### src/rtl/riscv_br_pkg.sv
// ============================================================================
// riscv_br_pkg : shared types and constants for the branch redirect slice
// Rev 1.0
// ============================================================================
`timescale 1ns/1ps
`default_nettype none

package riscv_br_pkg;

    localparam int XLEN        = 32;
    localparam int FLUSH_CNT_W = 3;

    typedef enum logic [1:0] {
        BR_BEQ  = 2'b00,
        BR_BNE  = 2'b01,
        BR_JAL  = 2'b10,
        BR_JALR = 2'b11
    } br_op_t;

    typedef enum logic {
        RUN   = 1'b0,
        FLUSH = 1'b1
    } br_state_t;

endpackage

`default_nettype wire

### src/rtl/branch_redirect_ctrl_br_cond.sv
// ============================================================================
// br_cond : decides branch taken from the opcode and the equality flag
// Rev 1.0
// ============================================================================
`timescale 1ns/1ps
`default_nettype none

module br_cond (
    input  logic [1:0] BrOp,
    input  logic       BrRes,
    output logic       taken
);
    import riscv_br_pkg::*;

    always_comb begin
        taken = 1'b0;
        case (BrOp)
            BR_BEQ:  taken = BrRes;
            BR_BNE:  taken = ~BrRes;
            BR_JAL:  taken = 1'b1;
            BR_JALR: taken = 1'b1;
            default: taken = 1'b0;
        endcase
    end

endmodule

`default_nettype wire

### src/rtl/branch_redirect_ctrl.sv
// ============================================================================
// branch_redirect_ctrl : fetch PC owner, taken-branch redirect and flush window
// Rev 1.0
// ============================================================================
`timescale 1ns/1ps
`default_nettype none

module branch_redirect_ctrl #(
    parameter int               XLEN         = riscv_br_pkg::XLEN,
    parameter logic [XLEN-1:0]  RESET_PC     = '0,
    parameter int               FLUSH_CYCLES = 2,
    parameter int               CNT_W        = 16
) (
    input  logic             clk,
    input  logic             rst_n,
    input  logic             Stall,
    input  logic             BrValid,
    input  logic [1:0]       BrOp,
    input  logic             BrRes,
    input  logic [XLEN-1:0]  BrTarget,
    output logic [XLEN-1:0]  PC,
    output logic             Taken,
    output logic             Flush,
    output logic             BrBusy,
    output logic [CNT_W-1:0] TakenCnt
);
    import riscv_br_pkg::*;

    localparam logic [FLUSH_CNT_W-1:0] FLUSH_LOAD = FLUSH_CNT_W'(FLUSH_CYCLES);

    br_state_t              state_q, state_d;
    logic [XLEN-1:0]        pc_q, pc_d;
    logic                   taken_q, taken_d;
    logic [CNT_W-1:0]       cnt_q, cnt_d;
    logic [FLUSH_CNT_W-1:0] fcnt_q, fcnt_d;
    logic                   cond_taken;
    logic [XLEN-1:0]        pc_inc;
    logic [XLEN-1:0]        eff_target;

    br_cond u_br_cond (
        .BrOp  (BrOp),
        .BrRes (BrRes),
        .taken (cond_taken)
    );

    assign pc_inc     = pc_q + XLEN'(4);
    // JALR clears bit 0 only; bit 1 misalignment is left to a later stage
    assign eff_target = {BrTarget[XLEN-1:1], BrTarget[0] & (BrOp != BR_JALR)};

    always_comb begin
        state_d = state_q;
        pc_d    = pc_q;
        taken_d = 1'b0;
        cnt_d   = cnt_q;
        fcnt_d  = fcnt_q;
        if (!Stall) begin
            case (state_q)
                RUN: begin
                    if (BrValid && cond_taken) begin
                        pc_d    = eff_target;
                        taken_d = 1'b1;
                        fcnt_d  = FLUSH_LOAD;
                        state_d = FLUSH;
                        if (!(&cnt_q)) cnt_d = cnt_q + CNT_W'(1);
                    end else begin
                        pc_d = pc_inc;
                    end
                end
                FLUSH: begin
                    // BrValid here belongs to the wrong path and is ignored
                    pc_d   = pc_inc;
                    fcnt_d = fcnt_q - FLUSH_CNT_W'(1);
                    if (fcnt_q == FLUSH_CNT_W'(1)) state_d = RUN;
                end
                default: state_d = RUN;
            endcase
        end
    end

    always_ff @(posedge clk or negedge rst_n) begin
        if (!rst_n) begin
            state_q <= RUN;
            pc_q    <= RESET_PC;
            taken_q <= 1'b0;
            cnt_q   <= '0;
            fcnt_q  <= '0;
        end else begin
            state_q <= state_d;
            pc_q    <= pc_d;
            taken_q <= taken_d;
            cnt_q   <= cnt_d;
            fcnt_q  <= fcnt_d;
        end
    end

    assign PC       = pc_q;
    assign Taken    = taken_q;
    assign Flush    = (state_q == FLUSH);
    assign BrBusy   = (state_q == FLUSH);
    assign TakenCnt = cnt_q;

endmodule

`default_nettype wire
### config.mk
export PLATFORM = sky130hd
export DESIGN_NAME = branch_redirect_ctrl
export DESIGN_NICKNAME = d
export VERILOG_FILES = /design/src/rtl/riscv_br_pkg.sv /design/src/rtl/branch_redirect_ctrl_br_cond.sv /design/src/rtl/branch_redirect_ctrl.sv
export SDC_FILE = /design/constraint.sdc
export NUM_CORES = 1
export LEC_CHECK = 0
export ABC_AREA = 1
export BUFFER_PORTS_ARGS = -buffer_cell sky130_fd_sc_hd__buf_2
export CORE_UTILIZATION = 54
export CTS_CLUSTER_DIAMETER = 50
export CTS_CLUSTER_SIZE = 28
export DETAILED_ROUTE_END_ITERATION = 16
export PLACE_DENSITY_LB_ADDON = 0.2
export SKIP_LAST_GASP = 1
export SYNTH_ARGS = -nofsm -noshare
export SYNTH_HDL_FRONTEND = slang
export SYNTH_SLANG_ARGS = --single-unit
### constraint.sdc
create_clock -name clk -period 3.1 [get_ports clk]
set_input_delay 0.31 -clock clk [delete_from_list [all_inputs] [get_ports clk]]
set_output_delay 0.31 -clock clk [all_outputs]
set_load 0.1 [all_outputs]
# Word-level counts from Yosys, hierarchy flattened
# Index checks and enable logic that the tools add are counted.
# op_classes
n_eq_ne	6
muxes	10
addsub	3
bitwise	5
n_reduce_logical	6
# op_table
op	n
32-bit one-hot mux with 2 select lines	1
32-bit by 3-bit adder with 32-bit output (second input constant)	1
32-bit two-way mux	1
16-bit by 1-bit adder with 16-bit output (second input constant)	1
16-bit AND reduction	1
3-bit one-hot mux with 2 select lines	1
2-bit equality test (second input constant)	2
1-bit two-way mux	4
2-bit inequality test (second input constant)	2
1-bit inverter	4
4-bit AND reduction	1
3-bit by 1-bit equality test with 1-bit output (second input constant)	1
3-bit two-way mux	1
1-bit one-hot mux with 3 select lines	1
3-bit by 1-bit subtractor with 3-bit output (second input constant)	1
2-bit by 1-bit equality test with 1-bit output (second input constant)	1
2-bit logical NOT	1
1-bit one-hot mux with 2 select lines	1
2-bit AND reduction	1
2-bit OR reduction	1
1-bit bitwise AND	1
1-bit logical AND	1
# word_totals
ff_bits	53

# Depth between registers and ports, before layout
# Gate-level depths: netlist of run 1.
# depth
ltp_word	7
mapped_depth	12
ltp_nobuf	10

# By module
# From an unflattened synthesis of run 1, not the netlist that was laid out.
# unflattened
hier_cells	553
area_unflattened_um2	3538.4
# modules_own_cells
mod	seq_area_each_um2	n_inst	area_per_inst_um2	cells_per_inst
branch_redirect_ctrl	1326.3	1	3514.6	547
br_cond	0.0	1	23.8	6

# Least setup slack after synthesis of run 1
# Ideal clock, no wire load.
# synth_timing
path_type	flip-flop to flip-flop
from	register pc_q[3] (netlist: PC[3])
to	register pc_q[26] (netlist: PC[26])
setup_slack_ps	924
stages_incl_launch_ff	11
n_path_buf	0
arrival_ps	2056
cell_sequence	dfrtp_1 -> ha_1 -> nand2_1 -> nor2_1 -> nand2_1 -> nor2_2 -> nand2_1 -> nand2_1 -> nand3_1 -> nand2_1 -> nand2_1
# synth_between
elab_chain_cells	3
# synth_lines
item	line	text
from (decl)	branch_redirect_ctrl.sv:32	logic [XLEN-1:0] pc_q, pc_d;
from (signal assigned)	branch_redirect_ctrl.sv:89	pc_q <= pc_d;
32-bit by 3-bit adder with 32-bit output (*)	branch_redirect_ctrl.sv:46	assign pc_inc = pc_q + XLEN'(4);
32-bit two-way mux	branch_redirect_ctrl.sv:59	if (BrValid && cond_taken) begin
32-bit one-hot mux with 2 select lines (*)	branch_redirect_ctrl.sv:57	case (state_q)
# Every way passes the cells marked *; elsewhere a longest branch is shown, timed or not.
# A chain may end at the register's enable or synchronous reset.

# Worst setup path in the final report of run 1
# layout_timing
from	register state_q (netlist: BrBusy)
to	register cnt_q[2] (netlist: TakenCnt[2])
# layout_between
elab_chain_cells	2
# layout_lines
item	line	text
from (decl)	branch_redirect_ctrl.sv:31	br_state_t state_q, state_d;
from (signal assigned)	branch_redirect_ctrl.sv:88	state_q <= state_d;
1-bit inverter (no source line)	--	
4-bit AND reduction (no source line)	--	
to (signal assigned)	branch_redirect_ctrl.sv:91	cnt_q <= cnt_d;
to (decl)	branch_redirect_ctrl.sv:34	logic [CNT_W-1:0] cnt_q, cnt_d;
# No other way between the ends.

==> reports/results.ini, run 1 <==
[global_route]
grt.overflow.total = 0
grt_max_degree = 39
grt_usage_pct = 25.90
antenna_found_initial = 0
grt_pass1_vias = 3433
grt_pass1_wl_um = 15410

[critical_path]
crit_path_max_incr_delay_ns = 0.47
crit_arrival_ns = 2.11
critPathKind = reg -> reg
critPathRequiredTime_ns = 3.36
critPathCaptureType = flop
path_buf_inv = 1
r2r_cells = 6
r2r_start = BrBusy
regToRegEndpoint = TakenCnt[2]
cpLargestDelayFamily = simple AND/OR/NAND/NOR gates
critPathSlowestCell = nor2_2
path_cells = nor2_2, buf_4, nand2_2, nor2_2, nand2_1, nand2_1
start_kind = flop
r2r_setup_slack_ns = 1.24
crit_path_max_fanout = 38

[finish]
final_util_pct = 64.43
antennaDiodeCount = 0
n_fill_cell = 654
syn_to_final_growth_pct = 15.24
drive_gt1_share_pct = 16.45
fin_nets = 747
fin_area_um2 = 4353

[floorplanning]
coreArea_um2 = 6756
fp.dieH_um = 85.64
rows = 30
dieWidth_um = 85.64
die-area_um2 = 7333
initial_core_util_pct = 55.91
ioPinCount = 90

[power_and_ir_drop]
swShare_pct = 63.33
ir_drop_uv = 1156
power_frac_clock_pct = 10.2
power_uw = 4089
pwr-share-comb_pct = 60.5
p_seq_share_pct = 29.3
power_switching_uw = 2590
leakage_uw = 0.002519
p_int_uw = 1500
p_per_area_nw_per_um2 = 939.5

[synth]
ys.warnings.count = 0
synth_seq_cells = 53
syn-num-nets = 663
synth_area_um2 = 3777
avgSynthCellArea_um2 = 6.093
yosysTopAreaCell = dfrtp_1
synth_area_leaders = dfrtp_1 (35%), nand2_1 (29%), inv_1 (9.4%), nand3_1 (6.6%), nor2_1 (4.8%)
synth_cell_type_count = 28
ys_seq_area_share_pct = 35.11
yosys.area.top_type_share_pct = 35.11
netlist_instances = 620

[sta]
clock_skew_ns = 0.008583
worstMarginPinSlew_ns = 0.8394
min_period_over_period_pct = 59.87
finalHoldViolCount = 0
tns_ns = 0
slew_violations = 0
fin_crit_ns = 1.856
setup_viol = 0
holdWs_ns = 0.03492
max_freq_ghz = 0.5388
rsz0062_at_grt = no
slew_headroom_pct = 43.91

[place]
gp_congestion = 0.8647
place_area_um2 = 4263
dp_hpwl_um = 6664
io_buffers = 89

[clock_tree]
cts.sinks = 53
cts_buffers = 5
path_clk_slew_ns = 0.11
clockBufferDepth = 2
cts_tree = built
cts.htree.levels = 2
post-cts-setup-buffers = 0
clkLatencyLatePin_ns = 0.32
cts_resized = 0
cts-root-buf = clkbuf_8
cts_hold_buffers = 0

[routing]
firstDrtPassIters = 5
ant_nets = 0
drt-initial-drc-count = 198
viasPerCell = 4.936
num_vias = 3875
drc = 0
routed_wl_um = 8958
avgRoutedWirePerCell_um = 11.41

[outcome]
outcome = finished, final reports clean

[flow_run]
cap_viol_max_count = 0

[min_path]
hp-class = in -> async

[cells in the mapped netlist (all sizes together)]
| library cell | number |
|---|---|
| nand2 | 293 |
| nor2 | 56 |
| o211ai | 5 |
| or2 | 3 |
| nor3b | 1 |
| dfrtp | 53 |
| nand3b | 3 |
| o21ai | 14 |
| nand3 | 50 |
| clkbuf | 4 |
| ha | 4 |
| nor3 | 6 |
| nand4 | 3 |
| and2 | 1 |
| a21boi | 1 |
| xor2 | 10 |
| inv | 96 |
| xnor2 | 6 |
| buf | 11 |
[routing by layer]
metal	track usage, %	vias up	part of all wire (%)
li1	-	2026	-
met1	33.64	1760	46
met2	45.96	82	49
met3	3.465	7	3.5
met4	5.909	0	0.76
met5	0	-	0
[layout make-up]
type                    count  area (µm²)  area share [%]
flip-flops and latches     53        1326           30.47
well taps                  80       100.1           2.300
clock buffers               5       68.82           1.581
repair buffers             92       467.9           10.75
multi-input cells         456        2008           46.13
clock inverters             3       21.27          0.4886
inverters                  96       360.3           8.278
[through the flow]
| step | setup WS, ns | instances |
|---|---|---|
| after floorplan | 0.9241 | 620 |
| after global placement | 1.127 | 777 |
| after detailed placement | 1.054 | 777 |
| after CTS | 1.224 | 785 |
| after global routing | 1.013 | 785 |
| final | 1.244 | 785 |
[kinds of logic (layout without fill, tap and decap cells)]
logic type | count (synthesis) | after routing | share of synthesized area (%)
simple gates | 416 | 416 | 45.08
buf+inv | 111 | 196 | 11.73
compound gates | 20 | 20 | 3.048
xor+xnor | 16 | 16 | 3.710
flops | 53 | 53 | 35.11
fa+ha+maj | 4 | 4 | 1.325
[cell usage in the layout, fill, tap and decap left out]
cell type,Yosys,final
a21boi_0,1,1
and2_1,1,1
buf_2,6,89
buf_4,2,3
clkbuf_8,0,5
clkinv_2,0,1
clkinvlp_4,0,1
dfrtp_1,53,53
ha_1,4,4
inv_1,95,95
inv_2,1,1
inv_6,0,1
nand2_1,290,290
nand2_2,2,2
nand2_4,1,1
nand3_1,50,50
nand3b_1,3,3
nand4_1,2,2
nand4_2,1,1
nor2_1,48,48
nor2_2,8,8
nor3_1,6,6
nor3b_1,1,1
o211ai_1,5,5
o21ai_0,12,12
o21ai_1,2,2
or2_2,3,3
xnor2_1,6,6
xor2_1,10,10
[power groups by stage]
stage          Combinational [µW]  Sequential (µW)  Clock, µW
6_report                     2470             1200        416
5_1_grt                      2630             1250        444
4_1_cts                      2480             1200        432
3_5_place_dp                 2480             1210          0
3_3_place_gp                 2440             1200          0
2_1_floorplan                 706             2560          0
[how the worst max path moves through the flow]
stage / start / end / slack [ns] / cells past startpoint
2_1_floorplan: PC[3] / PC[26] / 0.92 / 10
3_5_place_dp: BrOp[0] / TakenCnt[8] / 1.05 / 11
3_3_place_gp: BrOp[0] / TakenCnt[13] / 1.13 / 11
6_report: BrBusy / TakenCnt[2] / 1.24 / 6
4_1_cts: BrBusy / TakenCnt[7] / 1.22 / 6
5_1_grt: BrBusy / TakenCnt[7] / 1.01 / 6
[sequential cells by signal (all words and copies together) (netlist names)]
signal	cells
Taken	1
fcnt_q	3
TakenCnt	16
BrBusy	1
PC	32
Note: power is estimated with default switching activity, not from simulation.
==> run 2: changes to the inputs <==
--- a/config.mk
+++ b/config.mk
@@ -7,7 +7,7 @@
 export LEC_CHECK = 0
 export ABC_AREA = 1
 export BUFFER_PORTS_ARGS = -buffer_cell sky130_fd_sc_hd__buf_2
-export CORE_UTILIZATION = 54
+export CORE_UTILIZATION = 49
 export CTS_CLUSTER_DIAMETER = 50
 export CTS_CLUSTER_SIZE = 28
 export DETAILED_ROUTE_END_ITERATION = 16
==> constraint.sdc (replaced) <==
create_clock -name clk -period 1.7 [get_ports clk]
set_input_delay 0.17 -clock clk [delete_from_list [all_inputs] [get_ports clk]]
set_output_delay 0.17 -clock clk [all_outputs]
set_load 0.1 [all_outputs]
==> reports/results.ini, run 2 (same netlist as run 1, synthesis figures left out) <==
[place]
dp_hpwl_um = 6835  ; was 6664 µm
gp_congestion = 0.8916  ; was 0.8647
io_buffers = 89  ; unchanged
dp_cells = 799  ; was 777

[critical_path]
r2r_start = PC[2]  ; was BrBusy
start_kind = flop  ; unchanged
critPathKind = reg -> reg  ; unchanged
cp-startpoint = PC[2]  ; was BrBusy
crit_path_max_fanout = 8  ; was 38
critPathCaptureType = flop  ; unchanged
critPathRequiredTime_ns = 1.91  ; was 3.36 ns
r2r_cells = 9  ; was 6
crit_arrival_ns = 1.80  ; was 2.11 ns

[routing]
met1_length_um = 4162  ; was 4158 µm
top_layer_used = met4  ; unchanged
route.met3.wl_um = 408  ; was 318 µm
drt-initial-drc-count = 171  ; was 198
firstDrtPassIters = 5  ; unchanged
viasPerCell = 4.782  ; was 4.936
routed_wl_um = 9157  ; was 8958 µm
ant_nets = 0  ; unchanged
num_vias = 3864  ; was 3,875
drc = 0  ; unchanged
avgRoutedWirePerCell_um = 11.33  ; was 11.41 µm
met2WireLength_um = 4459  ; was 4413 µm

[outcome]
outcome = finished, final reports clean  ; unchanged

[sta]
tns_ns = 0  ; unchanged
worstMarginPinSlew_ns = 0.5031  ; was 0.8394 ns
max_freq_ghz = 0.6292  ; was 0.5388 GHz
slew_violations = 0  ; unchanged
finalHoldViolCount = 0  ; unchanged
fin_crit_ns = 1.589  ; was 1.856 ns
rsz0062_at_grt = yes  ; was no
setup_viol = 0  ; unchanged
min_period_over_period_pct = 93.49  ; was 59.87%
slew_headroom_pct = 66.69  ; was 43.91%
clock_skew_ns = 0.006881  ; was 0.008583 ns

[clock_tree]
cts_tree = built  ; unchanged
cts.htree.levels = 2  ; unchanged
path_clk_slew_ns = 0.09  ; was 0.11 ns
cts_buffers = 5  ; unchanged
post-cts-setup-buffers = 0  ; unchanged
cts-root-buf = clkbuf_8  ; unchanged
clkLatencyLatePin_ns = 0.31  ; was 0.32 ns
cts.sinks = 53  ; unchanged
clockBufferDepth = 2  ; unchanged

[floorplanning]
dieWidth_um = 89.80  ; was 85.64 µm
fp.dieH_um = 89.80  ; was 85.64 µm
initial_core_util_pct = 51.26  ; was 55.91%
die-area_um2 = 8064  ; was 7333 µm²
ioPinCount = 90  ; unchanged
rows = 31  ; was 30
coreArea_um2 = 7370  ; was 6756 µm²

[min_path]
hold_path_depth = 3
hp-start = BrTarget[1]
hp-class = in -> reg  ; was in -> async

[global_route]
grt.overflow.total = 0  ; unchanged
grt_pass1_wl_um = 16060  ; was 15,410 µm
grt_pass1_vias = 3618  ; was 3,433
antenna_found_initial = 0  ; unchanged
grt_max_degree = 38  ; was 39
grt_usage_pct = 24.04  ; was 25.90%

[power_and_ir_drop]
p_per_area_nw_per_um2 = 1667  ; was 939.5 nW/µm²
pwr-share-comb_pct = 60.2  ; was 60.5%
p_int_uw = 2867  ; was 1500 µW
leakage_uw = 0.002481  ; was 0.002519 µW
power_switching_uw = 4714  ; was 2590 µW
power_frac_clock_pct = 9.3  ; was 10.2%
swShare_pct = 62.18  ; was 63.33%
ir_drop_uv = 1329  ; was 1156 µV
p_seq_share_pct = 30.5  ; was 29.3%

[finish]
largest_reg_flops = 32  ; unchanged
syn_to_final_growth_pct = 20.40  ; was 15.24%
n_fill_cell = 730  ; was 654
final_common_cell = nand2_1  ; unchanged
stdcell_count = 808  ; was 785
regArea_um2 = 1406  ; was 1326 µm²
drive_gt1_share_pct = 23.55  ; was 16.45%
fin_nets = 751  ; was 747
antennaDiodeCount = 0  ; unchanged
multi_input_area_um2 = 2051  ; was 2008 µm²
mostFrequentLayoutCells = nand2_1 (289), inv_1 (95), buf_2 (89)  ; was nand2_1 (290), inv_1 (95), buf_2 (89)

[flow_run]
cap_viol_max_count = 0  ; unchanged

run 2: layer usage:
metal	GRT usage, %	vias up
met5	0	-
met4	6.831	0
met1	29.05	1731
li1	-	2033
met2	43.91	90
met3	3.807	10
run 2: power by group through the flow:
stage          logic [µW]  registers [µW]  clock network, µW
6_report             4560            2310                704
5_1_grt              4870            2390                782
4_1_cts              4580            2300                738
3_5_place_dp         4570            2320                  0
3_3_place_gp         4520            2290                  0
2_1_floorplan        1270            4780                  0
run 2: critical path: stages (launching register included):
cell,delay (ns)
dfrtp_4,0.45
inv_1,0.07
nor2_2,0.25
nand2_2,0.18
nor2_1,0.22
nand2_1,0.08
nand2_1,0.06
nand3_1,0.08
nand2_1,0.08
nand2_1,0.04
run 2: cell type report:
class / count / share of cell area (%)
Timing Repair Buffer: 96 / 11.55
Tap cell: 99 / 2.724
Sequential cell: 53 / 30.92
Clock inverter: 1 / 0.1100
Multi-Input combinational cell: 456 / 45.09
Inverter: 96 / 7.923
Clock buffer: 7 / 1.678
run 2: worst paths after layout:
check	to	slack (ns)
worst max-delay path	PC[27]	0.11
worst min-delay path	PC[1]	0.06
worst max register to register	PC[27]	0.11
worst min register to register	PC[1]	0.50
max in group asynchronous	PC[3]	0.82
min in group asynchronous	PC[9]	0.32
run 2: per-stage QoR:
stage	hold slack [ns]	power (µW)	setup slack, ns	util (%)	cell area, µm²
global placement	0.1282	6814	0.05073	60.07	4427
floorplan	-0.1256	6058	0.001436	-	3870
detailed placement	0.1350	6898	0.008438	60.07	4427
CTS	0.05852	7622	0.06626	61.38	4523
global route	0.05610	8045	-0.007945	61.71	4548
finish	0.06403	7580	0.1106	61.71	4548
run 2: repair_timing:
| item | CTS | global route |
|---|---|---|
| hold buffers | 1 | 0 |
| resized for setup | 1 | 6 |
| endpoints found under the setup margin | 7 | 7 |
| endpoints found under the hold margin | 16 | 0 |
==> run 3: changes to the inputs <==
--- a/config.mk
+++ b/config.mk
@@ -11,8 +11,11 @@
 export CTS_CLUSTER_DIAMETER = 50
 export CTS_CLUSTER_SIZE = 28
 export DETAILED_ROUTE_END_ITERATION = 16
+export GPL_ROUTABILITY_DRIVEN = 0
 export PLACE_DENSITY_LB_ADDON = 0.2
+export SKIP_CTS_REPAIR_TIMING = 1
 export SKIP_LAST_GASP = 1
 export SYNTH_ARGS = -nofsm -noshare
 export SYNTH_HDL_FRONTEND = slang
+export SYNTH_HIERARCHICAL = 1
 export SYNTH_SLANG_ARGS = --single-unit
==> reports/results.ini, run 3 <==
[finish]
n_fill_cell = 665  ; was 730
regArea_um2 = 1403  ; was 1406 µm²
largest_reg_flops = 32  ; unchanged
final_util_pct = 63.77  ; was 61.71%
antennaDiodeCount = 0  ; unchanged
multi_input_area_um2 = 2021  ; was 2051 µm²
final_common_cell = nand2_1  ; unchanged
fin_area_um2 = 4380  ; was 4548 µm²
fin_nets = 689  ; was 751
mostFrequentLayoutCells = nand2_1 (234), buf_2 (89), nor2_1 (68)  ; was nand2_1 (289), inv_1 (95), buf_2 (89)
syn_to_final_growth_pct = 23.80  ; was 20.40%
stdcell_count = 743  ; was 808
drive_gt1_share_pct = 26.74  ; was 23.55%

[synth]
yosysTopAreaCell = dfrtp_1  ; unchanged
synth-main-ff-cell = dfrtp_1  ; unchanged
synth_area_um2 = 3538  ; was 3777 µm²
synth_seq_cells = 53  ; unchanged
synth_most_common_cell = nand2_1  ; unchanged
synth_area_leaders = dfrtp_1 (37%), nand2_1 (25%), nor2_1 (7.7%), nand3_1 (5.7%), inv_1 (4.8%)  ; was dfrtp_1 (35%), nand2_1 (29%), inv_1 (9.4%), nand3_1 (6.6%), nor2_1 (4.8%)
yosys.area.top_type_share_pct = 37.48  ; was 35.11%
ys_top_cells_by_count = nand2_1 (237), nor2_1 (73), dfrtp_1 (53), inv_1 (45), nand3_1 (40)  ; was nand2_1 (290), inv_1 (95), dfrtp_1 (53), nand3_1 (50), nor2_1 (48)
synth_cell_type_count = 32  ; was 28
avgSynthCellArea_um2 = 6.399  ; was 6.093 µm²
ys.warnings.count = 6  ; was 0
ys_seq_area_share_pct = 37.48  ; was 35.11%
synth_edf_count = 0  ; unchanged
netlist_instances = 553  ; was 620
syn-num-nets = 596  ; was 663
synthArstFlopShare_pct = 100.0  ; unchanged

[critical_path]
path_cells = nor2_1, inv_1, nor2_2, buf_4, nand2_8, inv_4, nand2_1, nand2_1  ; was inv_1, nor2_2, nand2_2, nor2_1, nand2_1, nand2_1, nand3_1, nand2_1, nand2_1
r2r_cells = 8  ; was 9
crit_path_max_incr_delay_ns = 0.51  ; was 0.45 ns
crit_arrival_ns = 1.82  ; was 1.80 ns
crit_path_max_fanout = 19  ; was 8
critPathSlowestCell = dfrtp_4  ; unchanged
critPathKind = reg -> reg  ; unchanged
crit_top_cell = nand2_1  ; unchanged
start_kind = flop  ; unchanged
critPathRequiredTime_ns = 1.96  ; was 1.91 ns
critPathCaptureType = flop  ; unchanged

[global_route]
grt_usage_pct = 25.80  ; was 24.04%
grt.overflow.total = 0  ; unchanged
grt_max_degree = 39  ; was 38
antenna_found_initial = 0  ; unchanged
grt_pass1_wl_um = 15480  ; was 16,060 µm
grt_pass1_vias = 3342  ; was 3,618

[routing]
num_vias = 3845  ; was 3,864
viasPerCell = 5.175  ; was 4.782
ant_nets = 0  ; unchanged
drc = 0  ; unchanged
avgRoutedWirePerCell_um = 12.71  ; was 11.33 µm
drt-initial-drc-count = 314  ; was 171
routed_wl_um = 9442  ; was 9157 µm
firstDrtPassIters = 5  ; unchanged

[clock_tree]
path_clk_slew_ns = 0.11  ; was 0.09 ns
cts_tree = built  ; unchanged
cts.htree.levels = 2  ; unchanged
clockBufferDepth = 2  ; unchanged
cts.sinks = 53  ; unchanged
cts-root-buf = clkbuf_8  ; unchanged
clkLatencyLatePin_ns = 0.32  ; was 0.31 ns
cts_buffers = 5  ; unchanged

[min_path]
hp-class = in -> reg  ; unchanged
hold_path_depth = 3  ; unchanged

[floorplanning]
ioPinCount = 90  ; unchanged
rows = 30  ; was 31
coreArea_um2 = 6869  ; was 7370 µm²
fp.dieH_um = 86.98  ; was 89.80 µm
dieWidth_um = 86.98  ; was 89.80 µm
initial_core_util_pct = 51.51  ; was 51.26%
die-area_um2 = 7565  ; was 8064 µm²

[place]
dp_cells = 734  ; was 799
io_buffers = 89  ; unchanged
dp_hpwl_um = 7284  ; was 6835 µm
place_area_um2 = 4252  ; was 4427 µm²

[sta]
min_period_over_period_pct = 91.83  ; was 93.49%
worstMarginPinSlew_ns = 0.4980  ; was 0.5031 ns
slew_headroom_pct = 67.03  ; was 66.69%
fin_crit_ns = 1.561  ; was 1.589 ns
rsz0062_at_grt = no  ; was yes
holdWs_ns = 0.07015  ; was 0.06403 ns
setup_viol = 0  ; unchanged
slew_violations = 0  ; unchanged
finalHoldViolCount = 0  ; unchanged
clock_skew_ns = 0.008478  ; was 0.006881 ns
max_freq_ghz = 0.6406  ; was 0.6292 GHz

[outcome]
outcome = finished, final reports clean  ; unchanged

[power_and_ir_drop]
p_per_area_nw_per_um2 = 1820  ; was 1667 nW/µm²
leakage_uw = 0.002150  ; was 0.002481 µW
ir_drop_uv = 1429  ; was 1329 µV

[flow_run]
cap_viol_max_count = 0  ; unchanged

[run 3: layout make-up]
class | instances | share of cell area (%)
multi-input cells | 437 | 46.13
flip-flops and latches | 53 | 32.02
repair buffers | 102 | 12.74
inverters | 47 | 4.085
well taps | 96 | 2.742
clock buffers | 6 | 1.885
clock inverters | 2 | 0.3999
[run 3: routing by layer]
layer  up-vias  wire length (µm)  GRT usage [%]  share of wire, %
li1       1924                 -              -                 -
met5         -                 0              0                 0
met4         0               125          8.030               1.3
met3        15               593          3.507               6.3
met2       139              4218          40.94                45
met1      1767              4504          36.47                48
[run 3: logic make-up (layout without fill, tap and decap cells)]
group / after synthesis / in the layout / share of synthesized area (%)
and+or+nand+nor: 373 / 373 / 43.00
adders and majority gates: 4 / 4 / 1.414
DFF: 53 / 53 / 37.48
AOI/OAI and AO/OA: 47 / 47 / 7.320
buffers and inverters: 63 / 157 / 7.497
xor gates and xnor gates: 12 / 12 / 2.970
muxes: 1 / 1 / 0.3182
[run 3: path summary, 6_finish.rpt]
kind / startpoint / end / slack, ns
max: BrBusy / TakenCnt[8] / 0.14
min: BrTarget[0] / PC[0] / 0.07
max reg2reg: BrBusy / TakenCnt[8] / 0.14
min reg2reg: PC[1] / PC[1] / 0.51
max in group asynchronous: rst_n / TakenCnt[1] / 0.85
min in group asynchronous: rst_n / PC[1] / 0.30
[run 3: through the flow]
stage	total power, µW	TNS (ns)	setup WS [ns]
6_report	7972	0	0.1389
2_1_floorplan	6272	-1.328	-0.1335
3_3_place_gp	7101	0	0.1253
5_1_grt	8393	0	0.007604
4_1_cts	7972	0	0.09191
3_5_place_dp	7167	0	0.07871
[run 3: report_power, final]
group / total [µW] / leakage (µW) / switching, µW / internal [µW]
combinational: 4800 / 0.00149 / 3920 / 875
sequential: 2360 / 0.000610 / 606 / 1760
clock: 810 / 0.0000518 / 470 / 340
[run 3: worst max-delay path: cells and delay by family, from the launching register on]
kind,cells,cell delay [ns]
AND/OR/NAND/NOR,5,0.53
flip-flops,1,0.51
buffers and inverters,3,0.47
